[config.mk]
export PLATFORM = sky130hd
export DESIGN_NAME = prog_loader
export DESIGN_NICKNAME = d
export VERILOG_FILES = /design/src/rtl/prog_loader.sv
export SDC_FILE = /design/constraint.sdc
export NUM_CORES = 1
export LEC_CHECK = 0
export ABC_AREA = 1
export BUFFER_PORTS_ARGS = -buffer_cell sky130_fd_sc_hd__buf_2
export CELL_PAD_IN_SITES_DETAIL_PLACEMENT = 0
export CELL_PAD_IN_SITES_GLOBAL_PLACEMENT = 1
export CORE_MARGIN = 4
export CORE_UTILIZATION = 29
export DETAILED_ROUTE_END_ITERATION = 8
export MAX_ROUTING_LAYER = met4
export PLACE_DENSITY_LB_ADDON = 0.15
export SLEW_MARGIN = 10
export SYNTH_ARGS = -nofsm -noshare
export SYNTH_HDL_FRONTEND = slang
export SYNTH_SLANG_ARGS = --single-unit
[constraint.sdc]
create_clock -name clk -period 1.6 [get_ports clk]
set_input_delay 0.32 -clock clk [delete_from_list [all_inputs] [get_ports clk]]
set_output_delay 0.32 -clock clk [all_outputs]
set_load 0.05 [all_outputs]
[src/rtl/prog_loader.sv]
// prog_loader: writer end of the instruction-image interface. It takes a length-prefixed byte
// stream, packs bytes little-endian into 32-bit words and writes them to instruction memory from
// word 0, holding the CPU in reset until the image is complete.
// Define PROG_LOADER_CHECKSUM_EN to require a trailing XOR checksum byte after the data bytes.
module prog_loader #(
  parameter int unsigned ADDR_W = 10
) (
  input  logic              clk,
  input  logic              rst_n,      // active-high synchronous reset
  input  logic              in_valid,
  input  logic [7:0]        in_data,
  output logic              in_ready,
  output logic              mem_we,
  output logic [ADDR_W-1:0] mem_addr,
  output logic [31:0]       mem_wdata,
  output logic [1:0]        cpu_rst_n,
  output logic              busy,
  output logic              done,
  output logic              err
);

  localparam logic [16:0] Capacity = 17'(1) << ADDR_W;
  localparam logic [1:0]  CpuHold  = 2'b00;
  localparam logic [1:0]  CpuRun   = 2'b10;

`ifdef PROG_LOADER_CHECKSUM_EN
  typedef enum logic [2:0] {StLenHi, StLenLo, StData, StCsum, StDone, StErr} state_e;
  localparam state_e StAfterData = StCsum;
`else
  typedef enum logic [2:0] {StLenHi, StLenLo, StData, StDone, StErr} state_e;
  localparam state_e StAfterData = StDone;
`endif

  state_e            state_q, state_d;
  logic [15:0]       len_q, len_d;
  logic [1:0]        byte_q, byte_d;
  logic [ADDR_W-1:0] word_q, word_d;
  logic [23:0]       pack_q, pack_d;
  logic              in_ready_q, in_ready_d;
  logic              mem_we_q, mem_we_d;
  logic [ADDR_W-1:0] mem_addr_q, mem_addr_d;
  logic [31:0]       mem_wdata_q, mem_wdata_d;
  logic [1:0]        cpu_rst_n_q, cpu_rst_n_d;
`ifdef PROG_LOADER_CHECKSUM_EN
  logic [7:0]        csum_q, csum_d;
`endif

  logic        accept;
  logic [15:0] len_full;
  logic        word_end;
  logic        last_word;

  assign accept   = in_valid & in_ready_q;
  assign len_full = {len_q[15:8], in_data};
  assign word_end = accept && (state_q == StData) && (byte_q == 2'd3);
  // Word index compared in 17 bits so a full-capacity image still finds its last word.
  assign last_word = (({1'b0, len_q} - 17'd1) == 17'(word_q));

  // FSM state register
  always_ff @(posedge clk) begin
    if (rst_n) begin
      state_q <= StLenHi;
    end else begin
      state_q <= state_d;
    end
  end

  // FSM next-state decode
  always_comb begin
    state_d = state_q;
    case (state_q)
      StLenHi: if (accept) state_d = StLenLo;
      StLenLo: begin
        if (accept) begin
          if ({1'b0, len_full} > Capacity) begin
            state_d = StErr;
          end else if (len_full == 16'd0) begin
            state_d = StAfterData;
          end else begin
            state_d = StData;
          end
        end
      end
      // Leave DATA on the same edge that raises mem_we for the final word.
      StData: if (word_end && last_word) state_d = StAfterData;
`ifdef PROG_LOADER_CHECKSUM_EN
      StCsum: if (accept) state_d = (in_data == csum_q) ? StDone : StErr;
`endif
      StDone:  state_d = StDone;
      StErr:   state_d = StErr;
      default: state_d = StLenHi;
    endcase
  end

  // FSM status outputs
  always_comb begin
    busy = 1'b1;
    done = 1'b0;
    err  = 1'b0;
    case (state_q)
      StDone: begin
        busy = 1'b0;
        done = 1'b1;
      end
      StErr: begin
        busy = 1'b0;
        err  = 1'b1;
      end
      default: ;
    endcase
  end

  // Datapath next-state: length capture, byte packing, write strobe, checksum
  always_comb begin
    len_d       = len_q;
    byte_d      = byte_q;
    word_d      = word_q;
    pack_d      = pack_q;
    mem_we_d    = 1'b0;
    mem_addr_d  = mem_addr_q;
    mem_wdata_d = mem_wdata_q;
    in_ready_d  = (state_d != StDone) && (state_d != StErr);
    // Release lags DONE by a cycle so the last write lands before the CPU starts.
    cpu_rst_n_d = (state_q == StDone) ? CpuRun : CpuHold;
`ifdef PROG_LOADER_CHECKSUM_EN
    csum_d      = csum_q;
`endif
    if (accept) begin
      case (state_q)
        StLenHi: len_d[15:8] = in_data;
        StLenLo: len_d[7:0]  = in_data;
        StData: begin
`ifdef PROG_LOADER_CHECKSUM_EN
          csum_d = csum_q ^ in_data;
`endif
          byte_d = byte_q + 2'd1;
          case (byte_q)
            2'd0:    pack_d[7:0]   = in_data;
            2'd1:    pack_d[15:8]  = in_data;
            2'd2:    pack_d[23:16] = in_data;
            default: begin
              mem_we_d    = 1'b1;
              mem_addr_d  = word_q;
              mem_wdata_d = {in_data, pack_q};
              word_d      = word_q + ADDR_W'(1);
            end
          endcase
        end
        default: ;
      endcase
    end
  end

  // Datapath registers
  always_ff @(posedge clk) begin
    if (rst_n) begin
      len_q       <= '0;
      byte_q      <= '0;
      word_q      <= '0;
      pack_q      <= '0;
      in_ready_q  <= 1'b0;
      mem_we_q    <= 1'b0;
      mem_addr_q  <= '0;
      mem_wdata_q <= '0;
      cpu_rst_n_q <= CpuHold;
`ifdef PROG_LOADER_CHECKSUM_EN
      csum_q      <= '0;
`endif
    end else begin
      len_q       <= len_d;
      byte_q      <= byte_d;
      word_q      <= word_d;
      pack_q      <= pack_d;
      in_ready_q  <= in_ready_d;
      mem_we_q    <= mem_we_d;
      mem_addr_q  <= mem_addr_d;
      mem_wdata_q <= mem_wdata_d;
      cpu_rst_n_q <= cpu_rst_n_d;
`ifdef PROG_LOADER_CHECKSUM_EN
      csum_q      <= csum_d;
`endif
    end
  end

  assign in_ready  = in_ready_q;
  assign mem_we    = mem_we_q;
  assign mem_addr  = mem_addr_q;
  assign mem_wdata = mem_wdata_q;
  assign cpu_rst_n = cpu_rst_n_q;

endmodule

* Word level (Yosys, flattened, before mapping)
Index checks and enable logic that the tools add are counted.
Operators by class: mux-type cells 11, bitwise operators 4, add/sub/neg operators 3, reductions and logical operators 17, equal/unequal tests 10, $lt $le $gt $ge 1
Operators with widths (count):
- 17-bit by 10-bit equality test with 1-bit output | 1
- 16-bit by 1-bit subtractor with 17-bit output (second input constant) | 1
- 16-bit by 11-bit > comparator with 1-bit output (second input constant) | 1
- 16-bit logical NOT | 1
- 3-bit one-hot mux with 5 select lines | 1
- 3-bit 2-to-1 mux | 4
- 3-bit AND reduction | 4
- 10-bit by 1-bit adder with 10-bit output (second input constant) | 1
- 3-bit by 2-bit equality test with 1-bit output (second input constant) | 2
- 2-bit AND reduction | 3
- 3-bit OR reduction | 2
- 1-bit 2-to-1 mux | 5
- 2-bit equality test (second input constant) | 2
- 1-bit logical AND | 4
- 3-bit by 1-bit equality test with 1-bit output (second input constant) | 1
- 3-bit equality test (second input constant) | 1
- 3-bit logical NOT | 1
- 3-bit by 2-bit != test with 1-bit output (second input constant) | 1
- 3-bit != test (second input constant) | 1
- 1-bit NOT | 3
- 2-bit by 1-bit adder with 2-bit output (second input constant) | 1
- 2-bit by 1-bit equality test with 1-bit output (second input constant) | 1
- 2-bit logical NOT | 1
- 2-bit 2-to-1 mux | 1
- 2 further kinds | 2
Word-level totals: logic and storage cells 59, output and inout port bits 49, register bits 101, input port bits 11

* Longest topological paths before layout
Gate-level depths: netlist of the first run.
depth in word-level cells 8, depth in mapped cells 14, mapped depth without buffers 14

* Worst setup path after synthesis of the first run
No wires, ideal clock.
kind register -> output, start point register state_q[1], end point output busy, data required time 1.280 ns, cell stages (with the launch flop) 4, setup slack -0.886 ns, buffers on the path 0, data arrival time 2.166 ns, path through dfxtp_1 > inv_1 > nor3_1 > nor2_1
Between the ends: word-level cells in the longest chain between the ends 3, elaborated cells on any way between the ends 4, those cells by class 2 x eq/ne; 1 x mux; 1 x reduce/logical
Ends and longest elaborated chain:
- from (decl) | line 34 | state_e state_q, state_d;
- from (signal assigned) | line 62 | state_q <= StLenHi;
- from (signal assigned) | line 64 | state_q <= state_d;
- 3-bit by 2-bit equality test with 1-bit output / 3-bit equality test (equally long branches) | line 100 | case (state_q)
- 2-bit OR reduction (no line) (*)
- 1-bit 2-to-1 mux (*) | line 100
- to (decl) | line 17 | output logic busy,
Mark *: on every way between the ends. The rest lies on a longest branch, timed or not.

* Worst setup path in the final report of the first run
start point register len_q[1], end point register in_ready_q, in the netlist in_ready
Between the ends: word-level cells in the longest chain between the ends 7, elaborated cells on any way between the ends 8, those cells by class 1 x add/sub; 3 x eq/ne; 2 x mux; 2 x reduce/logical
Ends and longest elaborated chain:
- from (decl) | line 35 | logic [15:0] len_q, len_d;
- from (signal assigned) | line 170 | len_q <= len_d;
- 16-bit by 1-bit subtractor with 17-bit output (*) | line 57 | assign last_word = (({1'b0, len_q} - 17'd1) == 17'(word_q));
- 17-bit by 10-bit equality test with 1-bit output (*) | line 57
- 1-bit logical AND (*) | line 85 | StData: if (word_end && last_word) state_d = StAfterData;
- 3-bit 2-to-1 mux (*) | line 85
- 3-bit one-hot mux with 5 select lines (*) | line 71 | case (state_q)
- 3-bit by 2-bit != test with 1-bit output / 3-bit != test (equally long branches) | line 122 | in_ready_d = (state_d != StDone) && (state_d != StErr);
- 1-bit logical AND (*) | line 122
- to (signal assigned) | line 174 | in_ready_q <= in_ready_d;
- to (decl) | line 39 | logic in_ready_q, in_ready_d;
Marks and branches as above. A chain may end at the register's enable or synchronous reset.

==> out/qor.csv, run 1 <==
metric,value,unit
outcome,"finished, violations left",
violations,negative setup slack,
die_h,130,um
cp_slowest_cell,dfxtp_2,
r2r-start,len_q[1],
routed_wirelength,12900,um
place_area,5170,um2
drv_slew,0,
clkPwrFrac,0.428,
worstSetupEndpointType,flop,
fin_crit,1640,ps
ys_warn_count,0,
viasPerCell,4.66,
clk_pin_slew_worst_paths,70,ps
grt_max_degree,67,
min_to,len_q[2],
ys_seq_area_frac,0.466,
synth_mux_area_frac,0,
avgRoutedWirePerCell,14.6,um
post-place-ws,-113,ps
num_antenna_cells,0,
die_w,130,um
max-vdd-ir-drop,512,uV
grt_pass1_wl,20300,um
die-area,16800,um2
drcViolationCount,0,
fin_cells,884,
syn_area_per_cell,7.32,um2
clockBufferDepth,2,
rsz0062_at_grt,true,
path_cells,"inv_2, ha_4, nand2_1, nand2_1, nor2_1, nand2_1, nor2_1, nand2_1, nor2_1, nand3_1, nor2_1, nand2_1, nand2_1, a21oi_2",
synth_top_family_by_area,simple AND/OR/NAND/NOR gates,
num_vias,4122,
grt_usage,0.159,
final_area,5780,um2
maxCapViolCount,0,
antenna_found_initial,0,
synth-simple-area-share,0.258,
powerDensity,981,nW/um2
cp.required,1840,ps
numCtsBuffers,9,
p_int,0.00419,W
clock-root-buffer,clkbuf_16,
core_area,14500,um2
fin_ws,-40.2,ps
ff2ff_path_depth,14,
insertion_delay,360,ps
synth_xor_area_frac,0.0204,
setup_tns,-74.7,ps
gp_congestion,0.809,
min_period_over_period,1.03,
first_pass_iters,4,
syn-cell-area,4300,um2
p_sw,0.00148,W
critPathLaunchType,flop,
critical_path_class,flop to flop,
p_seq_frac,0.451,
combPwrFrac,0.121,
cts_tree,yes,
critical-path-max-stage-delay,340,ps
clkSinkCount,100,
ys_ff_latch,100,
drt_iter0_drc,240,
cp_data_arrival_time,1880,ps
ios,60,
r2r-end,in_ready,
syn_inst,587,
max_freq,0.610,GHz
nNetsFinal,713,
switching_share,0.261,
setup_viol,2,
cts_max_level,3,
synthAdderAreaFrac,0.0204,
synth.distinct_cells,30,
finalClockSkew,9.85,ps
rows,44,
synth_compound_area_frac,0.165,
area_growth,34.6,%
rrSetupSlack,-40,ps
port_buffers,58,
min_path_type,input pin to flop,
postRouteAntennaNets,0,
cts_hold_buf,0,
syn_nets,605,
dpl.hpwl,9070,um
crit_top_cell,nand2_1,
hold_depth,4,
initial_utilization,0.296,
leakagePower,2.51,nW
dpl.cell_count,855,
hold_viol,0,
grt_pass1_vias,3843,
crit_fanout,2,
grt_overflow,0,
worstHoldStart,in_data[2],
drive_gt1_frac,0.277,
utilization,0.398,
-- repair_timing --
| item | 4_1_cts | 5_1_grt |
|---|---|---|
| endpoints found under the setup margin | 7 | 43 |
| gates resized for setup | 25 | 31 |
| pin swaps | 12 | 18 |
| cloned | 0 | 2 |
| buffers inserted | 3 | 8 |
-- synth_stat cells --
library cell,number,share of area
a21oi_2,3,0.0061
clkbuf_1,19,0.017
nor2_4,3,0.0079
xor2_1,5,0.010
inv_2,3,0.0026
conb_1,1,0.00087
nand3b_1,3,0.0052
buf_4,1,0.0017
nor4_2,1,0.0029
buf_6,1,0.0026
dfxtp_1,100,0.47
a21oi_1,60,0.070
buf_2,8,0.0093
o21a_1,1,0.0017
nor2_1,107,0.094
nand2_1,88,0.077
o211ai_1,1,0.0017
nand3_2,2,0.0047
o21ai_1,4,0.0047
nor3_1,3,0.0035
ha_1,7,0.020
nand3_1,37,0.043
nor2_2,3,0.0044
xnor2_1,5,0.010
nand2_2,5,0.0073
a211oi_1,2,0.0035
inv_1,42,0.037
nand4_1,4,0.0058
nor4_1,2,0.0029
o21ai_0,66,0.077
-- per-layer routing --
| layer | track usage | part of all wire |
|---|---|---|
| met1 | 0.204 | 0.47 |
| met2 | 0.256 | 0.49 |
| met3 | 0.0242 | 0.031 |
| met4 | 0.0568 | 0.012 |
| met5 | - | 0 |
-- placed cells by master (no fill, tap or decap), types with 6 or more instances in the layout --
cell / synthesis / layout
buf_2: 8 / 55
nor2_4: 3 / 8
nand2_1: 88 / 84
nand3_1: 37 / 35
buf_6: 1 / 8
clkbuf_16: 0 / 11
buf_4: 1 / 57
inv_1: 42 / 36
o21ai_0: 66 / 62
a21oi_1: 60 / 60
o21ai_1: 4 / 7
nor2_1: 107 / 97
nor2_2: 3 / 8
dfxtp_1: 100 / 93
inv_2: 3 / 8
nand2_2: 5 / 8
dfxtp_2: 0 / 6
-- how the worst max path moves through the flow --
stage / from / endpoint / slack (ps) / depth (start not counted)
detailed placement: len_q[0] / in_ready / -110 / 14
CTS: len_q[0] / in_ready / -80 / 13
finish: len_q[1] / in_ready / -40 / 14
floorplan: state_q[1] / busy / -10 / 4
global route: len_q[1] / in_ready / -230 / 13
global placement: len_q[6] / in_ready / -120 / 12
-- registers in the layout, indices dropped and copies added (netlist names) --
name / cells
word_q: 10
mem_we: 1
byte_q: 2
mem_addr: 10
len_q: 16
cpu_rst_n: 1
state_q: 3
in_ready: 1
pack_q: 24
mem_wdata: 32
-- cell type report --
type                            count  area [um2]
Fill cell                        1588        8750
Tap cell                          184         230
Clock inverter                      6        93.8
Inverter                           45         176
Sequential cell                   100        2010
Clock buffer                       10         229
Multi-Input combinational cell    413        2120
Timing Repair Buffer              126         923
-- power groups by stage --
stage	combinational (W)	clock (W)	sequential, W
after global placement	0.000625	0	0.00261
final	0.000688	0.00243	0.00256
after global routing	0.000767	0.00259	0.00256
after floorplan	0.000385	0	0.00261
after detailed placement	0.000625	0	0.00261
after CTS	0.000651	0.00249	0.00255
-- through the flow --
| stage | hold WS (ps) | power [W] |
|---|---|---|
| finish | 365 | 0.00567 |
| global route | 388 | 0.00591 |
| CTS | 374 | 0.00569 |
| detailed placement | 452 | 0.00323 |
| global placement | 450 | 0.00324 |
| floorplan | 438 | 0.00299 |
-- cells by family after synthesis --
kind of cell | after synthesis
xor gates and xnor gates | 10
buffers and inverters | 74
AOI/OAI and AO/OA | 137
and+or+nand+nor | 258
DFF | 100
other | 1
adders and majority gates | 7
-- critical path, delay by kind of cell (launching register included) --
| family | cells | cell delay, ps |
|---|---|---|
| and+or+nand+nor | 11 | 860 |
| DFF | 1 | 340 |
| AOI/OAI and AO/OA | 1 | 50 |
| adders and majority gates | 1 | 230 |
| buffers and inverters | 1 | 50 |
No activity file was read; power rests on OpenSTA's default activity.
==> inputs of run 2 (changes only) <==
--- a/config.mk
+++ b/config.mk
@@ -10,10 +10,12 @@
 export CELL_PAD_IN_SITES_DETAIL_PLACEMENT = 0
 export CELL_PAD_IN_SITES_GLOBAL_PLACEMENT = 1
 export CORE_MARGIN = 4
-export CORE_UTILIZATION = 29
+export CORE_UTILIZATION = 34
 export DETAILED_ROUTE_END_ITERATION = 8
+export GPL_TIMING_DRIVEN = 0
 export MAX_ROUTING_LAYER = met4
 export PLACE_DENSITY_LB_ADDON = 0.15
+export REMOVE_ABC_BUFFERS = 1
 export SLEW_MARGIN = 10
 export SYNTH_ARGS = -nofsm -noshare
 export SYNTH_HDL_FRONTEND = slang
==> out/qor.csv, run 2 (synthesized netlist as in run 1, its figures left out) <==
metric,value,unit,change
cp.required,1850,ps,was 1840 ps
die_w,120,um,was 130 um
critPathLaunchType,flop,,unchanged
violations,negative setup slack,,unchanged
worstSetupEndpointType,flop,,unchanged
clock-root-buffer,clkbuf_16,,unchanged
crit_fanout,2,,unchanged
largest_reg_flops,32,,unchanged
avgRoutedWirePerCell,14.9,um,was 14.6 um
tightest_slew,556,ps,
viasPerCell,4.85,,was 4.66
fin_ws,-105,ps,was -40.2 ps
finalClockSkew,10.2,ps,was 9.85 ps
final_cell_mix,"nor2_1, dfxtp_1, nand2_1",,unchanged
insertion_delay,360,ps,about the same
drv_slew,0,,unchanged
critical_path_class,flop to flop,,unchanged
utilization,0.446,,was 0.398
rows,40,,was 44
setup_tns,-334,ps,was -74.7 ps
antenna_found_initial,0,,unchanged
die_h,120,um,was 130 um
cp_data_arrival_time,1950,ps,was 1880 ps
drt_iter0_drc,231,,was 240
clockBufferDepth,2,,unchanged
grt_pass1_wl,19700,um,was 20300 um
dpl.hpwl,7600,um,was 9070 um
core_area,12200,um2,was 14500 um2
clk_pin_slew_worst_paths,70,ps,about the same
num-fill-cells,1320,,was 1588
min_path_type,input pin to flop,,unchanged
grt_pass1_vias,3774,,was 3843
rsz0062_at_grt,true,,unchanged
min_period_over_period,1.07,,was 1.03
maxCapViolCount,0,,unchanged
gp_congestion,0.816,,was 0.809
num_vias,3998,,was 4122
first_pass_iters,5,,was 4
drive_gt1_frac,0.231,,was 0.277
final-seq-area,2020,um2,was 2010 um2
multi_input_area,2170,um2,was 2120 um2
max_freq,0.587,GHz,was 0.610 GHz
numCtsBuffers,9,,unchanged
fin_total_pwr,0.00548,W,was 0.00567 W
clkSinkCount,100,,unchanged
initial_utilization,0.352,,was 0.296
drcViolationCount,0,,unchanged
outcome,"finished, violations left",,unchanged
cts_max_level,3,,unchanged
max-vdd-ir-drop,572,uV,was 512 uV
die-area,14500,um2,was 16800 um2
fin_crit,1700,ps,was 1640 ps
nNetsFinal,670,,was 713
leakagePower,2.32,nW,was 2.51 nW
port_buffers,58,,unchanged
grt_max_degree,48,,was 67
area_growth,26.9,%,was 34.6%
hold_viol,0,,unchanged
postRouteAntennaNets,0,,unchanged
grt_usage,0.178,,was 0.159
powerDensity,1010,nW/um2,was 981 nW/um2
routed_wirelength,12300,um,was 12900 um
cts_tree,yes,,unchanged
setup_viol,5,,was 2
grt_overflow,0,,unchanged
relSlewSlack,0.626,,
ios,60,,unchanged
layout_commonest_cell,nor2_1,,unchanged
num_antenna_cells,0,,unchanged
run 2: cell count changes in the layout (fill, tap and decap cells not counted), moves of 3 or more:
cell,delta
o21ai_1,+5
nand2_4,+3
o21ai_0,-5
buf_4,-42
run 2: report_power, final:
part	switching [W]	leakage, nW	internal (W)	total [W]
sequential	0.0000402	0.811	0.00252	0.00256
combinational	0.000377	1.35	0.000198	0.000574
clock	0.00106	0.153	0.00129	0.00235
run 2: critical path, cell delays in order (launching register included):
cell,delay [ps]
dfxtp_4,370
inv_4,40
ha_4,230
nand2_1,60
nand2_1,50
nor2_1,80
nand2_1,80
nor2_4,110
nand2_1,60
nor2_1,110
nand3_1,90
nor2_1,120
nand2_2,90
nand2_2,70
a21oi_2,40
run 2: area by class of cell:
cell class	count	share of cell area
clock buffers	10	0.0438
clock inverters	6	0.0142
inverters	45	0.0372
multi-input cells	415	0.398
flip-flops and latches	100	0.370
well taps	168	0.0386
repair buffers	79	0.0934
repair inverters	2	0.00459
run 2: final timing paths:
kind	startpoint	slack (ps)	end	depth (start not counted)
worst min-delay path	in_data[3]	280	pack_q[11]	3
worst max-delay path	len_q[0]	-100	in_ready	14
worst min register to register	pack_q[14]	460	pack_q[14]	2
worst max register to register	len_q[0]	-100	in_ready	14
run 2: per-layer routing:
layer	routed length, um	GRT usage	up-vias
li1	-	-	2047
met1	5950	0.233	1850
met2	5630	0.269	82
met3	493	0.0393	19
met4	231	0.0673	0
met5	0	-	-
run 2: timing repair:
item | 4_1_cts | 5_1_grt
hold buffers | 0 | 0
setup endpoints to repair | 92 | 68
cloned | 3 | 1
pin swaps | 15 | 17
hold endpoints to repair | 0 | 0
resized for setup | 42 | 41
setup buffers | 15 | 5
run 2: per-stage QoR:
stage | cells | hold slack (ps) | area [um2] | setup slack (ps)
after floorplan | 558 | 382 | 4170 | -1160
after global placement | 784 | 448 | 4670 | -1650
after detailed placement | 785 | 452 | 4690 | -1680
after CTS | 819 | 272 | 5280 | -125
after global routing | 825 | 273 | 5450 | -246
final | 825 | 280 | 5450 | -105
